**config.mk**
```make
export PLATFORM = sky130hd
export DESIGN_NAME = prefetch_buffer_flat
export DESIGN_NICKNAME = d
export VERILOG_FILES = /design/src/rtl/prefetch_buffer_if.sv /design/src/rtl/prefetch_buffer.sv /design/src/flat_wrapper.sv
export SDC_FILE = /design/constraint.sdc
export NUM_CORES = 1
export LEC_CHECK = 0
export BUFFER_PORTS_ARGS = -buffer_cell sky130_fd_sc_hd__buf_2
export CAP_MARGIN = 20
export CORE_MARGIN = 1.5
export CORE_UTILIZATION = 52
export CTS_CLUSTER_DIAMETER = 150
export DETAILED_ROUTE_END_ITERATION = 8
export HOLD_SLACK_MARGIN = 0.08
export PLACE_DENSITY = 0.7
export SYNTH_ARGS = -nofsm -noshare
export SYNTH_HDL_FRONTEND = slang
export SYNTH_SLANG_ARGS = --single-unit
```
**constraint.sdc**
```tcl
create_clock -name clk -period 3.7 [get_ports clk]
set_input_delay 0.185 -clock clk [delete_from_list [all_inputs] [get_ports clk]]
set_output_delay 0.185 -clock clk [all_outputs]
set_load 0.02 [all_outputs]
```
**src/rtl/prefetch_buffer_if.sv**
```systemverilog
`default_nettype none
// +----------------------------------------------------------------------+
// | prefetch_buffer_if                                                   |
// | Fetch-side memory bus plus decode-side handshake for prefetch_buffer.|
// | Rev 1.0                                                              |
// +----------------------------------------------------------------------+
interface prefetch_buffer_if #(
    parameter int DATA_W = 16,
    parameter int ADDR_W = 16,
    parameter int DEPTH  = 4
);
    localparam int CW = $clog2(DEPTH + 1);

    logic              imem_req;
    logic [ADDR_W-1:0] imem_addr;
    logic              imem_rvalid;
    logic [DATA_W-1:0] imem_rdata;
    logic              instr_valid;
    logic              instr_ready;
    logic [DATA_W-1:0] instr_out;
    logic [ADDR_W-1:0] pc_out;
    logic              redirect;
    logic [ADDR_W-1:0] redirect_pc;
    logic [CW-1:0]     count;
    logic              hlt;

    modport master (
        output imem_req, imem_addr, instr_valid, instr_out, pc_out, count, hlt,
        input  imem_rvalid, imem_rdata, instr_ready, redirect, redirect_pc
    );

    modport slave (
        input  imem_req, imem_addr, instr_valid, instr_out, pc_out, count, hlt,
        output imem_rvalid, imem_rdata, instr_ready, redirect, redirect_pc
    );
endinterface
`default_nettype wire

```
**src/rtl/prefetch_buffer.sv**
```systemverilog
`default_nettype none
// +----------------------------------------------------------------------+
// | prefetch_buffer                                                      |
// | In-order instruction prefetch queue with redirect flush/squash and   |
// | halt detection. Optional same-cycle bypass: PREFETCH_BYPASS_EN.      |
// | Rev 1.0                                                              |
// +----------------------------------------------------------------------+
module prefetch_buffer #(
    parameter int                DATA_W   = 16,
    parameter int                ADDR_W   = 16,
    parameter int                DEPTH    = 4,
    parameter logic [ADDR_W-1:0] RESET_PC = '0,
    parameter int                PC_INC   = 2,
    parameter logic [3:0]        HALT_OP  = 4'hF
) (
    input logic               clk,
    input logic               rst,
    prefetch_buffer_if.master bus
);
    localparam int                PW       = $clog2(DEPTH);
    localparam int                CW       = $clog2(DEPTH + 1);
    localparam int                CW1      = CW + 1;
    localparam logic [CW:0]       c_DEPTH  = CW1'(DEPTH);
    localparam logic [ADDR_W-1:0] c_INC    = ADDR_W'(PC_INC);
    localparam logic [PW-1:0]     c_PTR1   = PW'(1);

    logic [DATA_W-1:0] r_instr [DEPTH];
    logic [ADDR_W-1:0] r_pc    [DEPTH];
    logic [PW-1:0]     r_wr, r_rd;
    logic [CW-1:0]     r_count;
    logic [ADDR_W-1:0] r_fetch_pc, r_req_addr;
    logic              r_out, r_squash, r_stop, r_halted;

    logic              w_redir, w_resp, w_accept, w_rd_halt, w_unres, w_space;
    logic              w_issue, w_empty, w_byp, w_valid, w_xfer, w_deq, w_enq;
    logic              w_xfer_halt;
    logic [CW:0]       w_occ;
    logic [ADDR_W-1:0] w_issue_pc, w_out_pc;
    logic [DATA_W-1:0] w_out_instr;

    assign w_redir    = bus.redirect & ~r_halted;
    assign w_resp     = r_out & bus.imem_rvalid;
    assign w_accept   = w_resp & ~r_squash & ~w_redir;
    assign w_rd_halt  = (bus.imem_rdata[DATA_W-1 -: 4] == HALT_OP);
    // A live outstanding request already owns a queue slot.
    assign w_unres    = r_out & ~r_squash;
    assign w_occ      = {1'b0, r_count} + {{CW{1'b0}}, w_unres};
    assign w_space    = (w_occ < c_DEPTH);
    assign w_issue    = ~rst & ~r_halted & ~r_stop & ~bus.redirect
                      & (~r_out | bus.imem_rvalid) & w_space
                      & ~(w_accept & w_rd_halt);
    assign w_issue_pc = w_accept ? (r_fetch_pc + c_INC) : r_fetch_pc;
    assign w_empty    = (r_count == '0);

`ifdef PREFETCH_BYPASS_EN
    assign w_byp = w_empty & w_accept;
`else
    assign w_byp = 1'b0;
`endif

    assign w_valid     = ~rst & ~r_halted & (~w_empty | w_byp);
    assign w_out_instr = w_empty ? bus.imem_rdata : r_instr[r_rd];
    assign w_out_pc    = w_empty ? r_req_addr     : r_pc[r_rd];
    assign w_xfer      = w_valid & bus.instr_ready;
    assign w_deq       = w_xfer & ~w_empty;
    assign w_enq       = w_accept & ~(w_byp & bus.instr_ready);
    assign w_xfer_halt = w_xfer & (w_out_instr[DATA_W-1 -: 4] == HALT_OP);

    assign bus.imem_req    = w_issue;
    assign bus.imem_addr   = rst ? '0 : (w_issue ? w_issue_pc : r_req_addr);
    assign bus.instr_valid = w_valid;
    assign bus.instr_out   = w_valid ? w_out_instr : '0;
    assign bus.pc_out      = w_valid ? w_out_pc : '0;
    assign bus.count       = rst ? '0 : r_count;
    assign bus.hlt         = ~rst & r_halted;

    always_ff @(posedge clk) begin
        if (w_enq) begin
            r_instr[r_wr] <= bus.imem_rdata;
            r_pc[r_wr]    <= r_req_addr;
        end
    end

    always_ff @(posedge clk) begin
        if (rst) begin
            r_wr       <= '0;
            r_rd       <= '0;
            r_count    <= '0;
            r_fetch_pc <= RESET_PC;
            r_req_addr <= '0;
            r_out      <= 1'b0;
            r_squash   <= 1'b0;
            r_stop     <= 1'b0;
            r_halted   <= 1'b0;
        end else begin
            if (w_issue) begin
                r_out      <= 1'b1;
                r_req_addr <= w_issue_pc;
            end else if (w_resp) begin
                r_out <= 1'b0;
            end
            if (w_resp & r_squash) r_squash <= 1'b0;
            if (w_accept) begin
                r_fetch_pc <= r_fetch_pc + c_INC;
                if (w_rd_halt) r_stop <= 1'b1;
            end
            if (w_enq) r_wr <= r_wr + c_PTR1;
            if (w_deq) r_rd <= r_rd + c_PTR1;
            case ({w_enq, w_deq})
                2'b10:   r_count <= r_count + CW'(1);
                2'b01:   r_count <= r_count - CW'(1);
                default: r_count <= r_count;
            endcase
            if (w_xfer_halt & ~bus.redirect) r_halted <= 1'b1;
            // Redirect overrides every queue/fetch update above.
            if (w_redir) begin
                r_count    <= '0;
                r_wr       <= '0;
                r_rd       <= '0;
                r_fetch_pc <= bus.redirect_pc;
                r_stop     <= 1'b0;
                r_squash   <= r_out & ~bus.imem_rvalid;
            end
        end
    end
endmodule
`default_nettype wire

```
**src/flat_wrapper.sv**
```systemverilog
// flat-port wrapper written by rule: the top's interface ports become plain ports
module prefetch_buffer_flat 
#(
    parameter int                DATA_W   = 16,
    parameter int                ADDR_W   = 16,
    parameter int                DEPTH    = 4,
    parameter logic [ADDR_W-1:0] RESET_PC = '0,
    parameter int                PC_INC   = 2,
    parameter logic [3:0]        HALT_OP  = 4'hF
)
  (clk, rst, bus_imem_req, bus_imem_addr, bus_instr_valid, bus_instr_out, bus_pc_out, bus_count, bus_hlt, bus_imem_rvalid, bus_imem_rdata, bus_instr_ready, bus_redirect, bus_redirect_pc);
  prefetch_buffer_if #(.DATA_W(DATA_W), .ADDR_W(ADDR_W), .DEPTH(DEPTH)) bus_i ();
  input logic clk;
  input logic rst;
  output wire logic [$bits(bus_i.imem_req)-1:0] bus_imem_req;
  output wire logic [$bits(bus_i.imem_addr)-1:0] bus_imem_addr;
  output wire logic [$bits(bus_i.instr_valid)-1:0] bus_instr_valid;
  output wire logic [$bits(bus_i.instr_out)-1:0] bus_instr_out;
  output wire logic [$bits(bus_i.pc_out)-1:0] bus_pc_out;
  output wire logic [$bits(bus_i.count)-1:0] bus_count;
  output wire logic [$bits(bus_i.hlt)-1:0] bus_hlt;
  input wire logic [$bits(bus_i.imem_rvalid)-1:0] bus_imem_rvalid;
  input wire logic [$bits(bus_i.imem_rdata)-1:0] bus_imem_rdata;
  input wire logic [$bits(bus_i.instr_ready)-1:0] bus_instr_ready;
  input wire logic [$bits(bus_i.redirect)-1:0] bus_redirect;
  input wire logic [$bits(bus_i.redirect_pc)-1:0] bus_redirect_pc;
  assign bus_imem_req = bus_i.imem_req;
  assign bus_imem_addr = bus_i.imem_addr;
  assign bus_instr_valid = bus_i.instr_valid;
  assign bus_instr_out = bus_i.instr_out;
  assign bus_pc_out = bus_i.pc_out;
  assign bus_count = bus_i.count;
  assign bus_hlt = bus_i.hlt;
  assign bus_i.imem_rvalid = bus_imem_rvalid;
  assign bus_i.imem_rdata = bus_imem_rdata;
  assign bus_i.instr_ready = bus_instr_ready;
  assign bus_i.redirect = bus_redirect;
  assign bus_i.redirect_pc = bus_redirect_pc;
  prefetch_buffer #(.DATA_W(DATA_W), .ADDR_W(ADDR_W), .DEPTH(DEPTH), .RESET_PC(RESET_PC), .PC_INC(PC_INC), .HALT_OP(HALT_OP)) u_core (.clk(clk), .rst(rst), .bus(bus_i));
endmodule
```
==> metrics.md <==
| Metric | Value |
|---|---|
| Maximum clock insertion buffer count | 2 |
| Starting Density | 53.2% |
| Vias in the first global route | about 4400 |
| Max Slew Vio Count | 0 |
| Die width | 119 um |
| Detailed-route via count | ~4500 |
| Post-route ant nets | 0 |
| CP delay by family, top | simple AND/OR/NAND/NOR gates |
| Area Growth Syn to Fin | 22.6% |
| DRC | 0 |
| Hold Crit Class | primary input to flip-flop |
| TritonCTS buffer count | 17 |
| Relative slew slack | a little under half |
| Clock Latency Late Sink | 0.42 ns |
| Syn Nets | roughly 510 |
| Async S/R FF share, synth | 0% |
| Hold path depth | 3 |
| Number of synthesized register bits | about 170 |
| Max cap viols | 0 |
| F_max | ~0.31 GHz |
| R2r endpoint | u_core.r_count[2] |
| GPL Wtd Cong | 0.816 |
| Slowest cell on crit path | and3b_1 |
| Number of synthesized flops with an enable pin | between 100 and 150 |
| Final Cycle Share | 85.8% |
| Post-detail-place hpwl | 9060 um |
| Initial antenna violation count | 0 |
| Final Critical Period | approximately 3.2 ns |
| Area of the multi-input gates | ~0.0021 mm^2 |
| Post-Synthesis Cells | 462 |
| Tightest Pin Transition | 0.808 ns |
| Unrepaired setup endpoints after global routing | no |
| Setup Skew | around 0.011 ns |
| Count leader, synth | edfxtp_1 |
| I/O Buffers | 90 |
| Global-route wire length before repair | 22900 um |
| Largest net degree at the start of global routing | 42 |
| Worst EP arrival | about 3.0 ns |
| R2r setup slk | about 1.2 ns |
| Final core utilization | around two thirds |
| CTS clk-pin slew, worst paths | about 0.070 ns |
| Layout cells sized above 1 | about 29% |
| Filler cell count | 1000 |
| CTS root buf | clkbuf_16 |
| Post-synthesis cell area | roughly 0.0070 mm^2 |
| Critical path class | flip-flop to output pin |
| Post-layout nets | approximately 620 |
| Status | completed |
| Critical path launch point type | flip-flop |
| Critical path's largest stage delay | roughly 0.65 ns |
| Post-synthesis sequential area ratio | about two thirds |
| Pwr dens | 498 mW/mm^2 |
| Worst r2r path cells | 8 |
| PostCTS Resize Cnt | 0 |
| Initial DRC count | 342 |
| Die height | about 120 um |
| Synth Area per Inst | roughly 15 um^2 |
| Leak | around 3.2 nW |
| Worst Hold Path EP | u_core.r_fetch_pc[9] |
| DRT Wirelength | 14700 um |
| WL per Instance | between 15 and 20 um |
| Setup TNS | 0 ns |
| CTS Sinks | ~170 |
| Yosys warns | 0 |
| Reg area | ~0.0047 mm^2 |
| Yosys top cell by area | edfxtp_1 |
| Synth top area cells | edfxtp_1 (55%), dfxtp_1 (13%), mux4_2 (10%) |
| RR Startpoint | u_core.r_out |
| Required time of the worst setup path | between 3 and 4 ns |
| Diode count | 0 |
| Cells along the critical path | and3b_1 -> a31oi_2 -> buf_4 -> nand2_1 -> inv_1 -> a311oi_1 -> buf_2 |
| Vias/cell | 5.80 |
| CTS tree | done |
| Row count | 42 |
| Bufs and invs on worst path | 3 |
| GRT Total Usage | 21.2% |
| Distinct cell type count after synthesis | 44 |
| Die area | around 0.014 mm^2 |
| Final setup fails | 0 |
| Total grt overflow | 0 |
| Ys flop type | edfxtp_1 |
| I/O pins | just over 90 |
| Top post-synthesis cells by count | edfxtp_1 (128), dfxtp_1 (45), and3_1 (37), mux4_2 (32), nor2_1 (30) |
| Crit path capture type | output pin |
| CTS H-tree depth | 4 |
| Synth top area share | 54.5% |
| VDD IR-drop max | roughly 370 uV |
| Final Hold Viols | 0 |
| Pre-antenna DRT Iters | 4 |
| Core Footprint | approximately 0.013 mm^2 |
| Crit-path max FO | 18 |
| Hold Startpoint | bus_redirect_pc[9] |
-- tightest hold or removal path, delay by kind of cell --
kind	cells	cell delay, ns
AOI/OAI and AO/OA	1	0.06
buffers and inverters	1	0.10
and+or+nand+nor	1	0.12
-- registers in the layout, summed over array words and instances (netlist names), named ones only --
name	flops
u_core.r_instr	64
u_core.r_squash	1
u_core.r_pc	64
u_core.r_fetch_pc	16
u_core.r_count	3
u_core.r_req_addr	16
u_core.r_stop	1
u_core.r_halted	1
u_core.r_wr	2
u_core.r_rd	2
u_core.r_out	1
-- worst max-delay path by stage --
stage	start	endpoint	slack, ns	cells after the start
floorplan	u_core.r_fetch_pc[1]	u_core.r_req_addr[15]	1.29	5
finish	u_core.r_out	bus_imem_addr[15]	0.53	7
global placement	rst	bus_imem_addr[15]	1.14	7
detailed placement	rst	bus_imem_addr[15]	1.00	7
CTS	u_core.r_out	bus_imem_addr[15]	0.56	7
global route	u_core.r_out	bus_imem_addr[15]	0.37	7
-- power breakdown --
part / total (mW) / switching, mW / internal [mW]
registers: 2.15 / 0.0374 / 2.11
logic: 0.190 / 0.110 / 0.0807
clock network: 1.96 / 0.747 / 1.21
total: 4.30 / 0.894 / 3.41
-- routing by layer --
| layer | up-vias | global-route usage, % | wire length [um] |
|---|---|---|---|
| met5 | - | 0 | 0 |
| met4 | 0 | 6.10 | 170 |
| met3 | 15 | 4.36 | 705 |
| met2 | 158 | 35.2 | 7250 |
| met1 | 2221 | 28.5 | 6550 |
| li1 | 2064 | - | - |
-- layout by cell type, fill, tap and decap left out, types with 2 or more instances in the layout --
master	Yosys	final
a211oi_1	13	13
a21oi_1	21	21
a311oi_1	13	13
and3_1	37	37
and4_1	3	3
buf_2	7	90
buf_4	0	10
bufinv_16	0	5
clkbuf_16	0	17
clkinv_4	0	4
dfxtp_1	45	44
dlygate4sd3_1	0	29
edfxtp_1	128	128
ha_1	6	6
inv_1	10	10
inv_6	0	5
mux4_2	32	32
nand2_1	11	11
nand2b_1	2	2
nand3_1	8	8
nand4_1	9	9
nand4b_1	2	2
nor2_1	30	29
nor2b_1	3	3
nor3_1	7	7
nor4_1	7	7
o21ai_0	3	3
o31a_1	2	2
o31ai_1	4	4
or3_1	4	4
or4_1	2	2
or4_4	2	2
xnor2_1	8	8
xor2_1	5	5
-- cell type report --
cell class	count	share of cell area (%)
Tap cell	176	2.55
Clock inverter	14	2.65
Clock buffer	18	4.97
Inverter	10	0.434
Multi-Input combinational cell	248	24.8
Timing Repair Buffer	130	9.67
Sequential cell	173	54.9
-- timing repair --
action	in CTS	in global routing
hold buffers	29	0
buffers inserted	0	0
hold endpoints to repair	77	0
-- metrics by stage --
step	instance area (um^2)	power, mW	std cells	setup slack, ns	hold WS (ns)
after global placement	7690	2.35	708	1.14	0.397
after floorplan	7050	2.28	462	1.29	0.284
after CTS	8640	4.32	769	0.561	0.0900
after detailed placement	7690	2.36	708	1.00	0.405
after global routing	8640	4.41	769	0.372	0.114
final	8640	4.30	769	0.525	0.103
-- cells by family (layout without fill, tap and decap cells) --
family                     after synthesis  in the layout  share of synthesized area, %
DFF                                    173            173                          67.3
muxes                                   33             33                          10.4
and+or+nand+nor                        134            134                          11.0
xor gates and xnor gates                13             13                          1.62
adders and majority gates                7              7                          1.35
buffers and inverters                   41            172                          2.31
AOI/OAI and AO/OA                       61             61                          6.02
Note: power is estimated with default switching activity, not from simulation.
